===== src/rtl/oneshot_multi_pkg.sv =====
// Shared types and constants for the multi-channel one-shot generator.
//   os_state_t      : per-channel FSM state (idle / active pulse / post-pulse holdoff)
//   OS_SYNC_STAGES  : depth of the optional trigger synchroniser
//   hold_cnt_width  : width of the holdoff counter for a given HOLDOFF, never below 1
package oneshot_multi_pkg;

  typedef enum logic [1:0] {
    StIdle,
    StActive,
    StHoldoff
  } os_state_t;

  localparam int unsigned OS_SYNC_STAGES = 2;

  function automatic int unsigned hold_cnt_width(input int unsigned holdoff);
    return (holdoff == 0) ? 1 : $clog2(holdoff + 1);
  endfunction

endpackage


===== src/rtl/oneshot_chan.sv =====
// One channel of the one-shot generator: optional trigger synchroniser, rising-edge
// detect, IDLE/ACTIVE/HOLDOFF FSM, pulse-length and holdoff counters.
// Build option: ONESHOT_MULTI_SYNC_EN adds a 2-flop synchroniser (reset to 1) on trig_in.
// Ports:
//   clk        in   clock, rising edge
//   reset      in   asynchronous active-high reset
//   en         in   global enable for new triggers
//   trig_in    in   trigger level
//   len        in   pulse length (0 is treated as 1), sampled at load/reload only
//   retrig     in   1 = retriggerable while ACTIVE
//   pulse_out  out  registered pulse
//   busy       out  registered, high in ACTIVE or HOLDOFF
//   done       out  registered strobe in the first cycle after the pulse
module oneshot_chan
  import oneshot_multi_pkg::*;
#(
  parameter int unsigned LEN_W   = 8,
  parameter int unsigned HOLDOFF = 2
) (
  input  logic             clk,
  input  logic             reset,
  input  logic             en,
  input  logic             trig_in,
  input  logic [LEN_W-1:0] len,
  input  logic             retrig,
  output logic             pulse_out,
  output logic             busy,
  output logic             done
);

  localparam int unsigned HoldW = hold_cnt_width(HOLDOFF);

  logic trig_s;

`ifdef ONESHOT_MULTI_SYNC_EN
  logic [OS_SYNC_STAGES-1:0] sync_q;

  // Reset to 1 so a trigger already high at reset release does not look like an edge.
  always_ff @(posedge clk or posedge reset) begin
    if (reset) begin
      sync_q <= '1;
    end else begin
      sync_q <= {sync_q[OS_SYNC_STAGES-2:0], trig_in};
    end
  end

  assign trig_s = sync_q[OS_SYNC_STAGES-1];
`else
  assign trig_s = trig_in;
`endif

  os_state_t              state_q, state_d;
  logic       [LEN_W-1:0] cnt_q, cnt_d;
  logic       [HoldW-1:0] hcnt_q, hcnt_d;
  logic                   prev_q;
  logic                   pulse_q, pulse_d;
  logic                   busy_q, busy_d;
  logic                   done_q, done_d;
  logic                   fire;
  logic       [LEN_W-1:0] eff_len;

  // prev updates every cycle, so edges seen in ACTIVE (non-retrig) or HOLDOFF are consumed.
  assign fire    = trig_s & ~prev_q & en;
  assign eff_len = (len == '0) ? LEN_W'(1) : len;

  always_comb begin
    state_d = state_q;
    cnt_d   = cnt_q;
    hcnt_d  = hcnt_q;
    done_d  = 1'b0;
    unique case (state_q)
      StIdle: begin
        if (fire) begin
          cnt_d   = eff_len;
          state_d = StActive;
        end
      end
      StActive: begin
        // A retrigger wins over expiry in the same cycle.
        if (fire && retrig) begin
          cnt_d = eff_len;
        end else if (cnt_q == LEN_W'(1)) begin
          cnt_d  = '0;
          done_d = 1'b1;
          if (HOLDOFF > 0) begin
            state_d = StHoldoff;
            hcnt_d  = HoldW'(HOLDOFF);
          end else begin
            state_d = StIdle;
          end
        end else begin
          cnt_d = cnt_q - LEN_W'(1);
        end
      end
      StHoldoff: begin
        if (hcnt_q == HoldW'(1)) begin
          hcnt_d  = '0;
          state_d = StIdle;
        end else begin
          hcnt_d = hcnt_q - HoldW'(1);
        end
      end
      default: begin
        state_d = StIdle;
      end
    endcase
    pulse_d = (state_d == StActive);
    busy_d  = (state_d != StIdle);
  end

  always_ff @(posedge clk or posedge reset) begin
    if (reset) begin
      state_q <= StIdle;
      cnt_q   <= '0;
      hcnt_q  <= '0;
      prev_q  <= 1'b1;
      pulse_q <= 1'b0;
      busy_q  <= 1'b0;
      done_q  <= 1'b0;
    end else begin
      state_q <= state_d;
      cnt_q   <= cnt_d;
      hcnt_q  <= hcnt_d;
      prev_q  <= trig_s;
      pulse_q <= pulse_d;
      busy_q  <= busy_d;
      done_q  <= done_d;
    end
  end

  assign pulse_out = pulse_q;
  assign busy      = busy_q;
  assign done      = done_q;

endmodule


===== src/rtl/oneshot_multi.sv =====
// Multi-channel one-shot pulse generator: CH independent channels, each with a
// run-time pulse length, optional retrigger and a fixed post-pulse holdoff.
// Build option: ONESHOT_MULTI_SYNC_EN (see oneshot_chan) adds 2 cycles of trigger latency.
// Ports:
//   clk        in   clock, rising edge
//   reset      in   asynchronous active-high reset
//   en         in   global enable; running pulses complete when low
//   trig_in    in   [CH] trigger levels
//   len        in   [CH*LEN_W] pulse lengths, channel i at [i*LEN_W +: LEN_W]
//   retrig     in   [CH] per-channel retrigger mode
//   pulse_out  out  [CH] pulses
//   busy       out  [CH] high in ACTIVE or HOLDOFF
//   done       out  [CH] single-cycle end-of-pulse strobes
module oneshot_multi
  import oneshot_multi_pkg::*;
#(
  parameter int unsigned CH      = 4,
  parameter int unsigned LEN_W   = 8,
  parameter int unsigned HOLDOFF = 2
) (
  input  logic                clk,
  input  logic                reset,
  input  logic                en,
  input  logic [CH-1:0]       trig_in,
  input  logic [CH*LEN_W-1:0] len,
  input  logic [CH-1:0]       retrig,
  output logic [CH-1:0]       pulse_out,
  output logic [CH-1:0]       busy,
  output logic [CH-1:0]       done
);

  for (genvar g = 0; g < CH; g++) begin : g_chan
    oneshot_chan #(
      .LEN_W  (LEN_W),
      .HOLDOFF(HOLDOFF)
    ) u_chan (
      .clk      (clk),
      .reset    (reset),
      .en       (en),
      .trig_in  (trig_in[g]),
      .len      (len[g*LEN_W +: LEN_W]),
      .retrig   (retrig[g]),
      .pulse_out(pulse_out[g]),
      .busy     (busy[g]),
      .done     (done[g])
    );
  end

endmodule

===== config.mk =====
export PLATFORM = sky130hd
export DESIGN_NAME = oneshot_multi
export DESIGN_NICKNAME = d
export VERILOG_FILES = /design/src/rtl/oneshot_multi_pkg.sv /design/src/rtl/oneshot_chan.sv /design/src/rtl/oneshot_multi.sv
export SDC_FILE = /design/constraint.sdc
export NUM_CORES = 1
export LEC_CHECK = 0
export ABC_AREA = 1
export CAP_MARGIN = 20
export CORE_MARGIN = 2
export CORE_UTILIZATION = 23
export CTS_CLUSTER_DIAMETER = 200
export CTS_CLUSTER_SIZE = 12
export DETAILED_ROUTE_END_ITERATION = 6
export GPL_TIMING_DRIVEN = 0
export SETUP_SLACK_MARGIN = 0.4
export SYNTH_ARGS = -nofsm -noshare
export SYNTH_HDL_FRONTEND = slang
export SYNTH_SLANG_ARGS = --single-unit

===== constraint.sdc =====
create_clock -name clk -period 2.6 [get_ports clk]
set_clock_uncertainty 0.1 [all_clocks]
set_input_delay 0.39 -clock clk [delete_from_list [all_inputs] [get_ports clk]]
set_output_delay 0.39 -clock clk [all_outputs]
set_load 0.02 [all_outputs]

==> flow_summary.ini <==
[drt]
wirelength_um = 9370
drt_iter0_drc = 97
postRouteAntennaNets = 0
vias = 3606
via_per_inst = 4.17
wl_per_cell_um = 10.8
drc = 0
first_pass_iters = 4

[synthesis]
synthTopCellsByCount = 94 x nand2_1, 78 x nor2_1, 75 x inv_1
synth_edf_count = 0
synth_fp_nets = 631
synth_top_area_frac = 0.349
ys_seq_area_frac = 0.373
synth.most_common_cell = nand2_1
synth.avg_cell_area_sq_um = 7.69
synthFlopType = dfrtp_1
synth-async-reset-ratio = 1.00
synth-warning-count = 0
syn_inst = 560
synthesis.area_sq_mm = 0.00431
yosys.area.top_type = dfrtp_1
synthTopCellsByArea = dfrtp_1 35%, nand2_1 8.2%, ha_1 8.1%
ys_types = 31
ys_ff_latch = 64

[placed_design]
place_inst = 849
io_buffers = 54
place_congestion = 0.796
place.detailed.hpwl_um = 6930

[worst_setup_path]
path_class = reg -> out
cp.arrival_ns = 1.37
endpoint_kind = primary output
path_max_fanout = 1
reg2regPathDepth = 7
startpoint_type = flip-flop
critPathRequiredTime_ns = 2.11

[timing]
rsz0062_at_grt = no
fin_crit_ns = 1.86
tightest_slew_ns = 0.316
fin_crit_sh = 0.716
slew_viol_final = 0
finalSetupViolations = 0
fin_worst_hold_slack_ns = 0.202
relSlewSlack = 0.789
max_clock_freq_mhz = 537
hold_viol_final = 0
fin_tns_setup_ns = 0

[clock_network]
cts-htree-levels = 3
cts_setup_buffers = 0
cts_max_path_buffers = 2
cts_hold_buf = 0
cts_made_buffers = 9
clock_latency_ns = 0.33
cts_root_buf = clkbuf_16
post_cts_resized = 0
cts_tree = built
cts.clk_slew.worst_paths_ns = 0.06
cts.sinks = 64

[floorplan]
die-area_sq_mm = 0.0198
core-area_sq_mm = 0.0185
num_io_pins = 55
rows = 50
dieHeight_um = 141
start_util = 0.233
fp.dieW_um = 141

[finish]
final_nets = 697
final_cells = 865
fill_cells = 2002
drive_gt1_frac = 0.155
multi_input_area_sq_mm = 0.00227
area_growth_pct = 26.9
seqCellArea_sq_mm = 0.00161
final_core_util = 0.295
num_antenna_cells = 0

[grt]
grt_pass1_wl_um = 16200
grt_max_degree = 58
grt_usage = 0.101
grt-ovfl-total = 0
antenna_found_initial = 0
grt_pass1_vias = 3425

[worst_hold_path]
min_path_type = in -> async

[flow_run]
max_cap_violations = 0

[run_status]
status = completed

[power]
power_density_mw_per_mm2 = 972
power_mw = 5.31
leakagePower_nw = 2.59
vdd_drop_max_uv = 390
routing by layer:
layer,part of all wire,track usage,vias up
li1,-,-,1914
met1,0.50,0.132,1632
met2,0.45,0.160,47
met3,0.036,0.0296,13
met4,0.015,0.0347,0
met5,0,0,-
logic make-up (layout without fill, tap and decap cells):
family                   after synthesis  count (layout)  share of synthesized area
AND/OR/NAND/NOR                      280             280                      0.332
buffers and inverters                 95             166                     0.0990
AO/OA/AOI/OAI                         89              89                      0.107
flip-flops                            64              64                      0.373
adder cells (fa/ha/maj)               28              28                     0.0813
XOR/XNOR                               4               4                    0.00813
area by class of cell:
class                      instances  area share
multi-input combinational        401       0.416
sequential                        64       0.294
timing repair buffer              55       0.104
inverter                          82      0.0600
tap                              234      0.0535
clock buffer                      14      0.0519
buffer                            13      0.0185
clock inverter                     2     0.00229
flip-flops by register name, indices dropped and copies added (netlist names):
name,flops
g_chan.u_chan.done,4
g_chan.u_chan.hcnt_q,8
g_chan.u_chan.busy,4
g_chan.u_chan.state_q,8
g_chan.u_chan.pulse_out,4
g_chan.u_chan.prev_q,4
g_chan.u_chan.cnt_q,32
critical path, cell delays in order, from the launching register on:
cell	delay, ns
dfrtp_1	0.34
buf_4	0.10
clkdlybuf4s50_1	0.60
final timing paths:
path	startpoint	endpoint	slack [ns]
worst max-delay path	g_chan[3].u_chan.done$_DFF_PP0_	done[3]	0.74
worst min-delay path	reset	g_chan[1].u_chan.busy$_DFF_PP0_	0.20
worst max register to register	g_chan[2].u_chan.state_q[1]$_DFF_PP0_	g_chan[2].u_chan.cnt_q[3]$_DFFE_PP0P_	0.92
worst min register to register	g_chan[2].u_chan.hcnt_q[1]$_DFFE_PP0P_	g_chan[2].u_chan.hcnt_q[1]$_DFFE_PP0P_	0.39
max in group asynchronous	reset	g_chan[2].u_chan.prev_q$_DFF_PP1_	1.62
min in group clk	g_chan[2].u_chan.hcnt_q[1]$_DFFE_PP0P_	g_chan[2].u_chan.hcnt_q[1]$_DFFE_PP0P_	0.39
power breakdown:
group / internal [mW] / switching (mW)
combinational: 0.958 / 1.43
clock: 0.748 / 0.443
sequential: 1.37 / 0.363
through the flow:
| step | setup WS (ns) | cell area, sq um |
|---|---|---|
| final | 0.738 | 5470 |
| after global routing | 0.686 | 5470 |
| after CTS | 0.711 | 5470 |
| after detailed placement | 0.566 | 5170 |
| after global placement | -0.978 | 5140 |
| after floorplan | 0.519 | 4310 |
layout by cell type (no fill, tap or decap), types with 2 or more instances in the layout:
cell             Yosys  routed
a21oi_1             57      57
buf_4               12      12
clkbuf_16            0       9
clkbuf_8             0       4
clkdlybuf4s50_1      0      54
dfrtp_1             60      60
dfstp_2              4       4
ha_1                28      28
inv_1               75      74
inv_4                5       6
nand2_1             94      94
nand2_2             27      27
nand2_4              6       6
nand3_1             31      31
nand3b_1             5       5
nand4_1             11      11
nand4_4              3       3
nor2_1              78      78
nor2_2               5       5
nor2_4               6       6
nor2_8               3       3
nor3_1               5       5
o21ai_0             15      15
o21ai_1             12      12
o21ai_2              2       2
o21bai_1             2       2
or2_2                5       5
xnor2_1              3       3
No activity file was read; power rests on OpenSTA's default activity.
